==> src/rtl/dmem_port_arbiter_if.sv <==
// Bundle of the two master request/response channels plus the data-memory port.
// slave: the arbiter's view; master: the masters and memory side.
interface dmem_port_arbiter_if #(
  parameter int AW = 32,
  parameter int DW = 32
);
  logic          m0_req;
  logic          m0_wren;
  logic [AW-1:0] m0_addr;
  logic [DW-1:0] m0_wdata;
  logic          m0_gnt;
  logic          m0_rvalid;
  logic [DW-1:0] m0_rdata;

  logic          m1_req;
  logic          m1_wren;
  logic [AW-1:0] m1_addr;
  logic [DW-1:0] m1_wdata;
  logic          m1_gnt;
  logic          m1_rvalid;
  logic [DW-1:0] m1_rdata;

  logic [AW-1:0] mem_addr_o;
  logic [DW-1:0] mem_data_o;
  logic          mem_wren_o;
  logic [DW-1:0] mem_data_i;
  logic [1:0]    owner_o;

  modport slave (
    input  m0_req, m0_wren, m0_addr, m0_wdata,
    output m0_gnt, m0_rvalid, m0_rdata,
    input  m1_req, m1_wren, m1_addr, m1_wdata,
    output m1_gnt, m1_rvalid, m1_rdata,
    output mem_addr_o, mem_data_o, mem_wren_o, owner_o,
    input  mem_data_i
  );

  modport master (
    output m0_req, m0_wren, m0_addr, m0_wdata,
    input  m0_gnt, m0_rvalid, m0_rdata,
    output m1_req, m1_wren, m1_addr, m1_wdata,
    input  m1_gnt, m1_rvalid, m1_rdata,
    input  mem_addr_o, mem_data_o, mem_wren_o, owner_o,
    output mem_data_i
  );
endinterface

==> src/rtl/dmem_port_arbiter.sv <==
// Two-master data-memory port arbiter: round-robin with MAX_BURST limit, or strict
// m0 priority when DMEM_ARB_CPU_PRIO_EN is defined. Grant 1 cycle after request; rdata 2 edges after beat.
module dmem_port_arbiter #(
  parameter int AW        = 32,
  parameter int DW        = 32,
  parameter int MAX_BURST = 16
) (
  input  logic                CLK,
  input  logic                RST,
  dmem_port_arbiter_if.slave  bus
);

  typedef enum logic [1:0] {IDLE = 2'b00, OWN0 = 2'b01, OWN1 = 2'b10} state_t;

  state_t state, state_nxt;
  logic   rd_pend, rd_route;

  assign bus.owner_o = state;

  // Grant and memory drive follow the owner's live request combinationally.
  always_comb begin
    bus.m0_gnt     = 1'b0;
    bus.m1_gnt     = 1'b0;
    bus.mem_addr_o = '0;
    bus.mem_data_o = '0;
    bus.mem_wren_o = 1'b0;
    case (state)
      OWN0: begin
        bus.m0_gnt = bus.m0_req;
        if (bus.m0_req) begin
          bus.mem_addr_o = bus.m0_addr;
          bus.mem_data_o = bus.m0_wdata;
          bus.mem_wren_o = bus.m0_wren;
        end
      end
      OWN1: begin
        bus.m1_gnt = bus.m1_req;
        if (bus.m1_req) begin
          bus.mem_addr_o = bus.m1_addr;
          bus.mem_data_o = bus.m1_wdata;
          bus.mem_wren_o = bus.m1_wren;
        end
      end
      default: ;
    endcase
  end

`ifdef DMEM_ARB_CPU_PRIO_EN
  always_comb begin
    state_nxt = state;
    case (state)
      IDLE: begin
        if (bus.m0_req)      state_nxt = OWN0;
        else if (bus.m1_req) state_nxt = OWN1;
      end
      OWN0: if (!bus.m0_req) state_nxt = bus.m1_req ? OWN1 : IDLE;
      OWN1: begin
        if (bus.m0_req)       state_nxt = OWN0;
        else if (!bus.m1_req) state_nxt = IDLE;
      end
      default: state_nxt = IDLE;
    endcase
  end

  always_ff @(posedge CLK or negedge RST) begin
    if (!RST) state <= IDLE;
    else      state <= state_nxt;
  end
`else
  localparam int CW = (MAX_BURST > 1) ? $clog2(MAX_BURST) : 1;
  localparam logic [CW-1:0] CNT_MAX = CW'(MAX_BURST - 1);

  logic          last_owner, last_nxt;
  logic [CW-1:0] cnt, cnt_nxt;
  logic          cur_req, oth_req;
  state_t        oth_state;

  always_comb begin
    state_nxt = state;
    last_nxt  = last_owner;
    cnt_nxt   = cnt;
    cur_req   = (state == OWN1) ? bus.m1_req : bus.m0_req;
    oth_req   = (state == OWN1) ? bus.m0_req : bus.m1_req;
    oth_state = (state == OWN1) ? OWN0 : OWN1;
    case (state)
      IDLE: begin
        cnt_nxt = '0;
        if (bus.m0_req && (!bus.m1_req || last_owner)) state_nxt = OWN0;
        else if (bus.m1_req)                           state_nxt = OWN1;
      end
      OWN0, OWN1: begin
        // A beat is accepted whenever cur_req is high, so cnt==CNT_MAX here is the final allowed beat.
        if (!cur_req || (oth_req && cnt == CNT_MAX)) begin
          state_nxt = oth_req ? oth_state : IDLE;
          cnt_nxt   = '0;
          last_nxt  = (state == OWN1);
        end else if (cnt != CNT_MAX) begin
          cnt_nxt = cnt + 1'b1;
        end
      end
      default: state_nxt = IDLE;
    endcase
  end

  always_ff @(posedge CLK or negedge RST) begin
    if (!RST) begin
      state      <= IDLE;
      last_owner <= 1'b1;
      cnt        <= '0;
    end else begin
      state      <= state_nxt;
      last_owner <= last_nxt;
      cnt        <= cnt_nxt;
    end
  end
`endif

  // Route is captured with the beat so an owner switch cannot misdirect returning data.
  always_ff @(posedge CLK or negedge RST) begin
    if (!RST) begin
      rd_pend       <= 1'b0;
      rd_route      <= 1'b0;
      bus.m0_rvalid <= 1'b0;
      bus.m1_rvalid <= 1'b0;
      bus.m0_rdata  <= '0;
      bus.m1_rdata  <= '0;
    end else begin
      rd_pend       <= (bus.m0_gnt && !bus.m0_wren) || (bus.m1_gnt && !bus.m1_wren);
      rd_route      <= bus.m1_gnt;
      bus.m0_rvalid <= rd_pend && !rd_route;
      bus.m1_rvalid <= rd_pend && rd_route;
      if (rd_pend && !rd_route) bus.m0_rdata <= bus.mem_data_i;
      if (rd_pend && rd_route)  bus.m1_rdata <= bus.mem_data_i;
    end
  end

endmodule

==> src/flat_wrapper.sv <==
// flat-port wrapper written by rule: the top's interface ports become plain ports
module dmem_port_arbiter_flat 
#(
  parameter int AW        = 32,
  parameter int DW        = 32,
  parameter int MAX_BURST = 16
)
  (CLK, RST, bus_m0_req, bus_m0_wren, bus_m0_addr, bus_m0_wdata, bus_m0_gnt, bus_m0_rvalid, bus_m0_rdata, bus_m1_req, bus_m1_wren, bus_m1_addr, bus_m1_wdata, bus_m1_gnt, bus_m1_rvalid, bus_m1_rdata, bus_mem_addr_o, bus_mem_data_o, bus_mem_wren_o, bus_owner_o, bus_mem_data_i);
  dmem_port_arbiter_if #(.AW(AW), .DW(DW)) bus_i ();
  input  logic CLK;
  input  logic RST;
  input wire logic [$bits(bus_i.m0_req)-1:0] bus_m0_req;
  input wire logic [$bits(bus_i.m0_wren)-1:0] bus_m0_wren;
  input wire logic [$bits(bus_i.m0_addr)-1:0] bus_m0_addr;
  input wire logic [$bits(bus_i.m0_wdata)-1:0] bus_m0_wdata;
  output wire logic [$bits(bus_i.m0_gnt)-1:0] bus_m0_gnt;
  output wire logic [$bits(bus_i.m0_rvalid)-1:0] bus_m0_rvalid;
  output wire logic [$bits(bus_i.m0_rdata)-1:0] bus_m0_rdata;
  input wire logic [$bits(bus_i.m1_req)-1:0] bus_m1_req;
  input wire logic [$bits(bus_i.m1_wren)-1:0] bus_m1_wren;
  input wire logic [$bits(bus_i.m1_addr)-1:0] bus_m1_addr;
  input wire logic [$bits(bus_i.m1_wdata)-1:0] bus_m1_wdata;
  output wire logic [$bits(bus_i.m1_gnt)-1:0] bus_m1_gnt;
  output wire logic [$bits(bus_i.m1_rvalid)-1:0] bus_m1_rvalid;
  output wire logic [$bits(bus_i.m1_rdata)-1:0] bus_m1_rdata;
  output wire logic [$bits(bus_i.mem_addr_o)-1:0] bus_mem_addr_o;
  output wire logic [$bits(bus_i.mem_data_o)-1:0] bus_mem_data_o;
  output wire logic [$bits(bus_i.mem_wren_o)-1:0] bus_mem_wren_o;
  output wire logic [$bits(bus_i.owner_o)-1:0] bus_owner_o;
  input wire logic [$bits(bus_i.mem_data_i)-1:0] bus_mem_data_i;
  assign bus_i.m0_req = bus_m0_req;
  assign bus_i.m0_wren = bus_m0_wren;
  assign bus_i.m0_addr = bus_m0_addr;
  assign bus_i.m0_wdata = bus_m0_wdata;
  assign bus_m0_gnt = bus_i.m0_gnt;
  assign bus_m0_rvalid = bus_i.m0_rvalid;
  assign bus_m0_rdata = bus_i.m0_rdata;
  assign bus_i.m1_req = bus_m1_req;
  assign bus_i.m1_wren = bus_m1_wren;
  assign bus_i.m1_addr = bus_m1_addr;
  assign bus_i.m1_wdata = bus_m1_wdata;
  assign bus_m1_gnt = bus_i.m1_gnt;
  assign bus_m1_rvalid = bus_i.m1_rvalid;
  assign bus_m1_rdata = bus_i.m1_rdata;
  assign bus_mem_addr_o = bus_i.mem_addr_o;
  assign bus_mem_data_o = bus_i.mem_data_o;
  assign bus_mem_wren_o = bus_i.mem_wren_o;
  assign bus_owner_o = bus_i.owner_o;
  assign bus_i.mem_data_i = bus_mem_data_i;
  dmem_port_arbiter #(.AW(AW), .DW(DW), .MAX_BURST(MAX_BURST)) u_core (.CLK(CLK), .RST(RST), .bus(bus_i));
endmodule
==> config.mk <==
export PLATFORM = sky130hd
export DESIGN_NAME = dmem_port_arbiter_flat
export DESIGN_NICKNAME = d
export VERILOG_FILES = /design/src/rtl/dmem_port_arbiter_if.sv /design/src/rtl/dmem_port_arbiter.sv /design/src/flat_wrapper.sv
export SDC_FILE = /design/constraint.sdc
export NUM_CORES = 1
export LEC_CHECK = 0
export CAP_MARGIN = 20
export CORE_AREA = 2 2 118 120
export CTS_BUF_LIST = sky130_fd_sc_hd__clkbuf_8
export CTS_CLUSTER_DIAMETER = 50
export CTS_CLUSTER_SIZE = 30
export DETAILED_ROUTE_END_ITERATION = 12
export DIE_AREA = 0 0 120 122
export GPL_TIMING_DRIVEN = 1
export MAX_ROUTING_LAYER = met4
export PLACE_DENSITY_LB_ADDON = 0.25
export SLEW_MARGIN = 25
export SYNTH_ARGS = -nofsm -noshare
export SYNTH_HDL_FRONTEND = slang
export SYNTH_SLANG_ARGS = --single-unit
==> constraint.sdc <==
create_clock -name CLK -period 1.82 [get_ports CLK]
set_input_delay 0.364 -clock CLK [delete_from_list [all_inputs] [get_ports CLK]]
set_output_delay 0.364 -clock CLK [all_outputs]
set_load 0.02 [all_outputs]
=== Yosys cells after proc, flatten, opt, wreduce, memory -nomap -nowiden ===
Index checks and enable logic that the tools add are counted.

* Output and inout bits: 135
* Word-level logic and storage cells: 59
* Input bits: 166
* Bits in registers: 75

* Equality and inequality tests: 7
* Reductions and logical operators: 20
* Multiplexer cells: 22
* $add $sub $neg: 1

{| class="wikitable"
|+ Operators with widths
! operator !! number
|-
| $mux 32 || 4
|-
| $pmux 32 s2 || 2
|-
| $mux 2 || 5
|-
| $mux 4 || 2
|-
| $pmux 4 s2 || 1
|-
| $logic_and 1x1->1 || 6
|-
| $mux 1 || 6
|-
| $reduce_and 2->1 || 3
|-
| $logic_not 1->1 || 5
|-
| $add 4x1->4 const B || 1
|-
| $eq 4x4->1 const B || 1
|-
| $ne 4x4->1 const B || 1
|-
| $pmux 2 s2 || 1
|-
| $logic_or 1x1->1 || 3
|-
| $ne 3x1->1 const B || 1
|-
| $ne 3x2->1 const B || 1
|-
| $eq 2x1->1 const B || 1
|-
| $eq 2x2->1 const B || 1
|-
| $logic_not 2->1 || 1
|-
| $ne 2x1->1 const B || 1
|-
| $pmux 1 s2 || 1
|-
| $reduce_bool 2->1 || 1
|-
| $reduce_or 2->1 || 1
|}

=== Depth between registers and ports, before layout ===
* Depth after elaboration: 6
* Depth in mapped cells: 8
* Mapped depth without buffers: 6

=== Least setup slack after synthesis ===
Ideal clock, no wire load.

* Path kind: reg-to-output
* Start point: reg u_core.state[0], in the netlist u_core.bus.owner_o[0]
* End point: out bus_mem_addr_o[21]
* Required time: 1.456 ns
* Buffers on the path: 1
* Slack: -0.311 ns
* Data arrival time: 1.767 ns
* Stages on the path, launching flop included: 8
* Cells stage by stage: dfrtp_1 inv_1 ha_1 nand2_1 inv_1 clkbuf_1 a22oi_1 nor2_1

* Word-level cells in the longest chain between the ends: 2
* Elaborated cells between the ends (all ways): 3
* Classes of those cells: eq/ne (2); mux (1)

{| class="wikitable"
|+ RTL lines
! element !! RTL line !! text
|-
| from (decl) || dmem_port_arbiter.sv:15 || <nowiki>state_t state, state_nxt;</nowiki>
|-
| from (signal assigned) || dmem_port_arbiter.sv:111 || <nowiki>state <= state_nxt;</nowiki>
|-
| $eq 2x2->1 / $eq 2x1->1 (equally long branches) || dmem_port_arbiter.sv:27 || <nowiki>case (state)</nowiki>
|-
| $pmux 32 s2 * || dmem_port_arbiter.sv:27 ||
|-
| to (decl) || flat_wrapper.sv:26 || <nowiki>output wire logic [$bits(bus_i.mem_addr_o)-1:0] bus_mem_addr_o;</nowiki>
|}

Mark *: on every way between the ends. The rest lies on a longest branch, timed or not.

=== Final worst setup path ===
* Start point: reg u_core.state[1], in the netlist u_core.bus.owner_o[1]
* End point: out bus_mem_data_o[5]

* Word-level cells in the longest chain between the ends: 2
* Elaborated cells between the ends (all ways): 3
* Classes of those cells: eq/ne (2); mux (1)

{| class="wikitable"
|+ RTL lines
! element !! RTL line !! text
|-
| $eq 2x2->1 / $eq 2x1->1 (equally long branches) || dmem_port_arbiter.sv:27 ||
|-
| $pmux 32 s2 * || dmem_port_arbiter.sv:27 ||
|-
| to (decl) || flat_wrapper.sv:27 || <nowiki>output wire logic [$bits(bus_i.mem_data_o)-1:0] bus_mem_data_o;</nowiki>
|}

Marks and branches as above.

==> flow_summary.ini <==
[status]
status = finished with violations
violations = negative setup slack

[floorplanning]
io_pins = 301
die_area_um2 = 14640
initial_core_util_pct = 28.45
fp.dieW_um = 120
fp.coreArea_um2 = 13500
die_h_um = 122
rows = 43

[drt]
drc_errors = 0
drtPass1Iterations = 4
num_vias = 4368
first_iter_violations = 165
routed.top_layer = met4
wl_mm = 17.04
wl_per_cell_um = 19.45
met3_length_mm = 1.259
ant_nets = 0
via_per_inst = 4.986
wl_met1_mm = 6.565
wl_met2_mm = 8.689

[logic_synthesis]
synth_seq_area_share_pct = 48.88
yosysWarningCount = 0
synth_area_leaders = dfrtp_1, mux2_2, a22oi_1
synth_seq_cells = 75
netlist.area_leader.share_pct = 48.19
synth_fp_nets = 525
synth_ff_type = dfrtp_1
synth.most_common_cell = dfrtp_1
synthTopCellsByCount = dfrtp_1, nor2_1, mux2_2, a22oi_1, buf_2
ys_types = 30
synth_area_um2 = 3842
yosys.area.top_type = dfrtp_1
synth_edf_count = 0
syn_avg_cell_area_um2 = 10.89
async_flop_share_pct = 100.0
netlist_instances = 353

[clock_tree]
root_buffer = clkbuf_8
cts_max_path_buffers = 2
cts_tree = built
cts_made_buffers = 9
cts_max_level = 3
postCtsHoldBufs = 0
cts_sinks = 75
clk_pin_slew_ns = 0.08
clk_latency_ns = 0.35

[pwr]
power_density_nw_per_um2 = 1426
totalPowerFinal_mw = 12.82
leakagePower_nw = 3.412
pwr-share-comb_pct = 68.0
switchingPower_mw = 5.309
p_clk_share_pct = 9.7
ir_drop_v = 0.0008221
seqPwrFrac_pct = 22.3
p_int_mw = 7.512
swShare_pct = 41.41

[global_routing]
antenna_found_initial = 0
overflow = 0
grt_pass1_vias = 4652
grt_pass1_wl_mm = 24.72
grt_usage_pct = 22.74
grt_max_degree = 44

[placed_design]
globalplace.congestion = 0.8614
hpwlAfterDp_mm = 11.95
port_buffers = 300

[setup_path]
r2r-end = u_core.bus.owner_o[1]
crit_path_end = bus_mem_data_o[5]
worstReg2RegStart = u_core.bus.owner_o[1]
r2r_cells = 9
reg2reg_slack_ns = -0.27
required_ns = 1.46
crit_type = register to primary output
end_kind = primary output
path_max_fanout = 8
cp.arrival_ns = 1.83
critPathLaunch = u_core.bus.owner_o[1]
startpoint_type = register

[timing]
skew_ns = 0.01685
min_period_ns = 2.195
max_clock_freq_mhz = 455.6
slew_headroom_pct = 65.48
final.setup.worst_slack_ns = -0.3751
fin_setup_tns_ns = -21.11
hold_viol = 0
setup_viol = 68
rsz0062_at_grt = true
drv_slew = 0
worstMarginPinSlew_ns = 0.5178
finalCritPeriodShare_pct = 120.6

[job]
maxCapViolations = 0

[final_layout]
drive_gt1_share_pct = 51.01
areaGrowthSynthToFinish_pct = 133.9
n_antenna_cell = 0
final_util_pct = 66.56
fin_nets = 863

[hold_path]
holdCritPathClass = input pin to async pin
## layout by cell type (no fill, tap or decap), types with 2 or more instances in the layout
cell,Yosys,final
clkdlybuf4s50_1,0,230
dfrtp_1,74,72
mux2_2,66,65
buf_6,0,64
nor2_4,0,63
a22oi_2,0,63
buf_4,0,27
buf_12,0,13
clkbuf_8,0,9
buf_16,0,9
inv_1,11,8
o22ai_1,4,4
nand2_1,6,4
inv_8,0,3
nor2_1,68,3
nand4_1,3,3
ha_4,0,3
clkbuf_16,0,3
buf_8,0,3
inv_4,0,2
nor2_2,0,2
nand2b_1,3,2
nand3_1,2,2
ha_1,6,2
clkinv_2,0,2
inv_6,0,2
dlygate4sd2_1,0,2
dfrtp_2,0,2
## registers in the layout, summed over array words and instances (netlist names)
name	count
u_core.bus.m0_rdata	32
u_core.bus.m1_rdata	32
u_core.cnt	4
u_core.bus.owner_o	2
u_core.bus.m0_rvalid	1
u_core.bus.m1_rvalid	1
u_core.last_owner	1
u_core.rd_pend	1
u_core.rd_route	1
## worst max-delay path, stage by stage (launching register included)
cell     delay [ns]
dfrtp_2        0.44
inv_4          0.06
buf_6          0.12
ha_4           0.33
inv_6          0.07
buf_12         0.16
nor2_1         0.13
buf_4          0.16
## logic make-up after synthesis
group / synth area share (%)
AND/OR/NAND/NOR: 8.890
AO/OA/AOI/OAI: 16.18
flip-flops: 48.88
multiplexers: 19.60
buffers and inverters: 4.494
adder cells (fa/ha/maj): 1.954
## metal layers
metal / vias to the layer above / global-route usage, %
li1: 1975 / -
met4: 0 / 8.162
met2: 231 / 38.67
met1: 2114 / 26.06
met3: 48 / 5.712
met5: - / -
## cell type report
cell class	instances	area, um2
Timing Repair Buffer	353	3887
Tap cell	180	225.2
Inverter	12	77.57
Multi-Input combinational cell	238	2705
Timing Repair inverter	2	20.02
Clock inverter	7	68.82
Clock buffer	9	123.9
Sequential cell	75	1881
Fill cell	1030	4516
## through the flow
stage	cells	area [um2]	hold WS, ns	setup WS [ns]
floorplan	353	4568	0.06841	0.001147
global placement	839	7969	0.4132	-0.6770
detailed placement	839	7969	0.4211	-0.6871
CTS	877	8876	0.02984	-0.3977
global route	876	8989	0.05480	-0.4693
finish	876	8989	0.03842	-0.3751
## timing repair
action	CTS	global route
gates cloned	13	3
pin swaps	52	32
buffers inserted	10	2
endpoints found under the setup margin	70	74
gates resized for setup	461	34
## power groups by stage
stage               registers [mW]  logic (mW)  clock network (mW)
floorplan                     3.80        3.18                   0
global placement              2.83        7.39                   0
detailed placement            2.90        7.47                   0
CTS                           2.86        8.55                1.28
global route                  2.96        9.13                1.37
finish                        2.86        8.71                1.24
## worst min path at each step
| stage | start | endpoint | slack, ns | depth (start not counted) |
|---|---|---|---|---|
| floorplan | RST | u_core.bus.m0_rdata[0] | 0.07 | 0 |
| global placement | RST | u_core.bus.m1_rdata[8] | 0.41 | 2 |
| detailed placement | RST | u_core.bus.m1_rdata[8] | 0.42 | 2 |
| CTS | RST | u_core.bus.m1_rdata[29] | 0.03 | 2 |
| global route | RST | u_core.bus.m1_rdata[29] | 0.05 | 2 |
| finish | RST | u_core.bus.m1_rdata[29] | 0.04 | 2 |
(Power assumes the default switching activity.)
==> patch 1 (same flow settings) <==
Add a define of `DMEM_ARB_CPU_PRIO_EN`.
--- a/src/rtl/dmem_port_arbiter.sv
+++ b/src/rtl/dmem_port_arbiter.sv
@@ -2,2 +2,4 @@
 // m0 priority when DMEM_ARB_CPU_PRIO_EN is defined. Grant 1 cycle after request; rdata 2 edges after beat.
+`define DMEM_ARB_CPU_PRIO_EN
+
 module dmem_port_arbiter #(
Behaviour: not the same (a bounded check fails within 4 cycles, from zero or initial values and one cycle with RST low).
==> patch 1 against the unedited design <==
- the run still ends with negative setup slack left
- synthesized area up 12%
- sequential cell count decreased by 5
- worst setup slack got worse by 0.023 ns
- global-route usage fell by 1.2 points
- utilization is 2.9 points lower
- sequential share of layout area is 0.53 points lower
- via count fell by 9.9%
- wire length down 7.1%
- design area shrank 4.3%
- total power decreased by 0.94%
- maximum frequency is 1.1% lower
- combinational power grew 3.0%
- count of clock-buffer cells in the layout did not move
- clock skew shrank 0.0075 ns
- critical path type unchanged
- critical endpoint is now bus_mem_addr_o[10]
==> patch 1: results (changes against the unedited design) <==
{| class="wikitable"
! Metric !! Value
|-
| Result of the run || finished, violations left
|-
| Violated checks || negative setup slack
|-
| Yosys cell types || 25 (-17%)
|-
| Max_slew headroom || 60.09% (-5.4 points)
|-
| Leak pwr || 3.388 nW (-0.72%)
|-
| Worst Slack Setup Final || -0.3985 ns (-0.02345 ns)
|-
| Placed instance count || 800 (-4.6%)
|-
| Vias in the first global route || 4218 (-9.3%)
|-
| Total area of sequential cells || 1754 sq um (-6.7%)
|-
| Drt via density || 4.678 (-6.2%)
|-
| Max FO, Critical Path || 5 (-3)
|-
| Setup TNS Final || -22.83 ns (-1.729 ns)
|-
| Number of endpoints failing setup at the final stage || 67 (-1.5%)
|-
| Fin nets || 827 (-4.2%)
|-
| Dpl hpwl || 11610 um (-2.8%)
|-
| Number of standard cells after synthesis || 317 (-10%)
|-
| Source of the critical timing path || u_core.bus.owner_o[0]$_DFFE_PN0P_
|-
| Pre-CTS setup slack || -0.7212 ns (-0.03408 ns)
|-
| Biggest cell delay along the critical path || 0.41 ns (-0.03 ns)
|-
| Largest voltage drop on the vdd net || 0.7472 mV (-9.1%)
|-
| Area post-placement || 7586 sq um (-4.8%)
|-
| Final hold slack || 0.02288 ns (-0.01554 ns)
|-
| Non-clock buffers, area share || 45.20% (+2.0 points)
|-
| Final worst clock skew || 0.009402 ns (-0.007452 ns)
|-
| Most instantiated cells after synthesis || sky130_fd_sc_hd__dfrtp_1, sky130_fd_sc_hd__mux2_2, sky130_fd_sc_hd__a22oi_2, sky130_fd_sc_hd__nor2b_2, sky130_fd_sc_hd__buf_6
|-
| Number of antenna violations at the first check in global routing || 1 (+1)
|}
## patch 1: layer usage
metal,global-route usage [%],share of wire [%]
met1,23.46,37
met2,39.60,55
met3,3.745,5.2
met4,7.500,2.2
met5,-,0
## patch 1: power by group
| group | switching (W) | internal [W] | leakage [nW] |
|---|---|---|---|
| Sequential | 0.000382 | 0.00232 | 0.831 |
| Combinational | 0.00379 | 0.00518 | 2.47 |
| Clock | 0.000551 | 0.000471 | 0.0835 |
| Total | 0.00472 | 0.00798 | 3.39 |
## patch 1: kinds of logic after synthesis
group | share of synthesized area [%]
AND/OR/NAND/NOR | 13.91
XOR/XNOR | 0.2041
buffers and inverters | 7.376
multiplexers | 17.29
AO/OA/AOI/OAI | 18.95
adder cells (fa/ha/maj) | 1.458
flip-flops | 40.82
## patch 1: what timing repair did
action / CTS / global route
resized for setup: 419 / 51
buffers inserted: 12 / 3
setup endpoints to repair: 69 / 68
gates cloned: 14 / 1
pin swaps: 45 / 7
==> patch 2 (same settings) <==
Made on the original files. `MAX_BURST` is set to 16 in 2 places; all go to 32.
--- a/src/rtl/dmem_port_arbiter.sv
+++ b/src/rtl/dmem_port_arbiter.sv
@@ -5,3 +5,3 @@
   parameter int DW        = 32,
-  parameter int MAX_BURST = 16
+  parameter int MAX_BURST = 32
 ) (
--- a/src/flat_wrapper.sv
+++ b/src/flat_wrapper.sv
@@ -5,3 +5,3 @@
   parameter int DW        = 32,
-  parameter int MAX_BURST = 16
+  parameter int MAX_BURST = 32
 )
Behaviour: no difference found for any inputs over 10 cycles, from zero or initial values and one cycle with RST low; that may be too few to reach the edited logic, so the function may still have changed.
==> patch 2 against the unedited design <==
- the flow still finishes with violations (negative setup slack)
- worst hold slack better by 0.46 ns
- wire length shrank 1.9%
- total power decreased by 3.6%
- synthesized area increased by 6.1%
- worst setup slack worse by 0.0095 ns
- design area is 2.1% lower
- sequential cell count increased by 1
- clock skew decreased by 0.011 ns
==> patch 2: results (changes against the unedited design) <==
{| class="wikitable"
! Metric !! Value
|-
| Result of the run || finished, violations left
|-
| Violated checks || negative setup slack
|-
| Switching share of power || 37.09% (-4.3 points)
|-
| Filler cell count in the final layout || 1039 (+0.87%)
|-
| Dpl hpwl || 11780 um (-1.4%)
|-
| Adder-Cell Fraction of Synth Area || 1.842% (-0.11 points)
|-
| Multi-input combinational cell count || 243 (+2.1%)
|-
| DR iter-0 viols || 157 (-4.8%)
|-
| Critical path destination || bus_mem_addr_o[1]
|-
| Startpoint of the lowest-slack register-to-register path || u_core.cnt[1]$_DFFE_PN0P_
|-
| Share of final-layout standard cells stronger than drive strength 1 || 49.20% (-1.8 points)
|-
| DRT met1 WL || 5980 um (-8.9%)
|-
| Clock tree sinks || 76 (+1.3%)
|-
| Signal inverters || 6 (-8)
|-
| Most instantiated cells after synthesis || sky130_fd_sc_hd__dfrtp_1, sky130_fd_sc_hd__mux2_2, sky130_fd_sc_hd__a22oi_1, sky130_fd_sc_hd__nor2b_1, sky130_fd_sc_hd__buf_2
|-
| Sequential fraction of design power || 23.5% (+1.2 points)
|-
| Slew @ Worst Pin || 0.4156 ns (-0.1022 ns)
|-
| Fin nets || 852 (-1.3%)
|-
| Final WL || 16720 um (-1.9%)
|-
| Leak pwr || 3.466 nW (+1.6%)
|-
| First-pass GRT wire length || 24040 um (-2.8%)
|-
| Area post-placement || 7661 sq um (-3.9%)
|-
| Source of the critical timing path || u_core.bus.owner_o[0]$_DFFE_PN0P_
|-
| Placed instance count || 826 (-1.5%)
|-
| Vias in the first global route || 4472 (-3.9%)
|-
| Setup TNS Final || -21.74 ns (-0.6304 ns)
|-
| Number of diodes added for antenna fixing || 1 (+1)
|-
| Gp weighted congestion || 0.8160 (-5.3%)
|-
| Final worst clock skew || 0.005950 ns (-0.01090 ns)
|-
| Proportion of synthesized chip area in sequential cells || 46.70% (-2.2 points)
|-
| Clock network power || 0.00128 W (+3%)
|-
| Number of endpoints failing setup at the final stage || 67 (-1.5%)
|-
| Non-clock buffers, area share || 42.64% (-0.61 points)
|-
| Final hold slack || 0.5025 ns (+0.4641 ns)
|-
| Clock network area share || 2.289% (+0.15 points)
|-
| Worst Slack Setup Final || -0.3846 ns (-0.009488 ns)
|}
==> patch 2: cell types whose count changed in the layout (fill, tap and decap cells not counted), moves of 3 or more <==
cell	change
sky130_fd_sc_hd__buf_16	-4
sky130_fd_sc_hd__buf_4	-7
sky130_fd_sc_hd__inv_1	-6
sky130_fd_sc_hd__nand2_1	+4
sky130_fd_sc_hd__nand2b_1	+3
sky130_fd_sc_hd__nand4_1	-3
sky130_fd_sc_hd__nor2_4	-63
sky130_fd_sc_hd__nor2b_1	+4
sky130_fd_sc_hd__nor2b_2	+29
sky130_fd_sc_hd__nor2b_4	+32
==> patch 2: repair_timing <==
item	in CTS	in global routing
buffers inserted	8	4
gates resized for setup	407	89
pin swaps	9	53
gates cloned	7	6
setup endpoints to repair	70	68
hold endpoints to repair	15	0
hold buffers	1	0
==> patch 2: routing by layer <==
layer  up-vias  global-route usage (%)
met5         -                       -
li1       1938                       -
met3        31                   6.273
met1      2013                   23.37
met2       190                   40.06
met4         0                   7.206
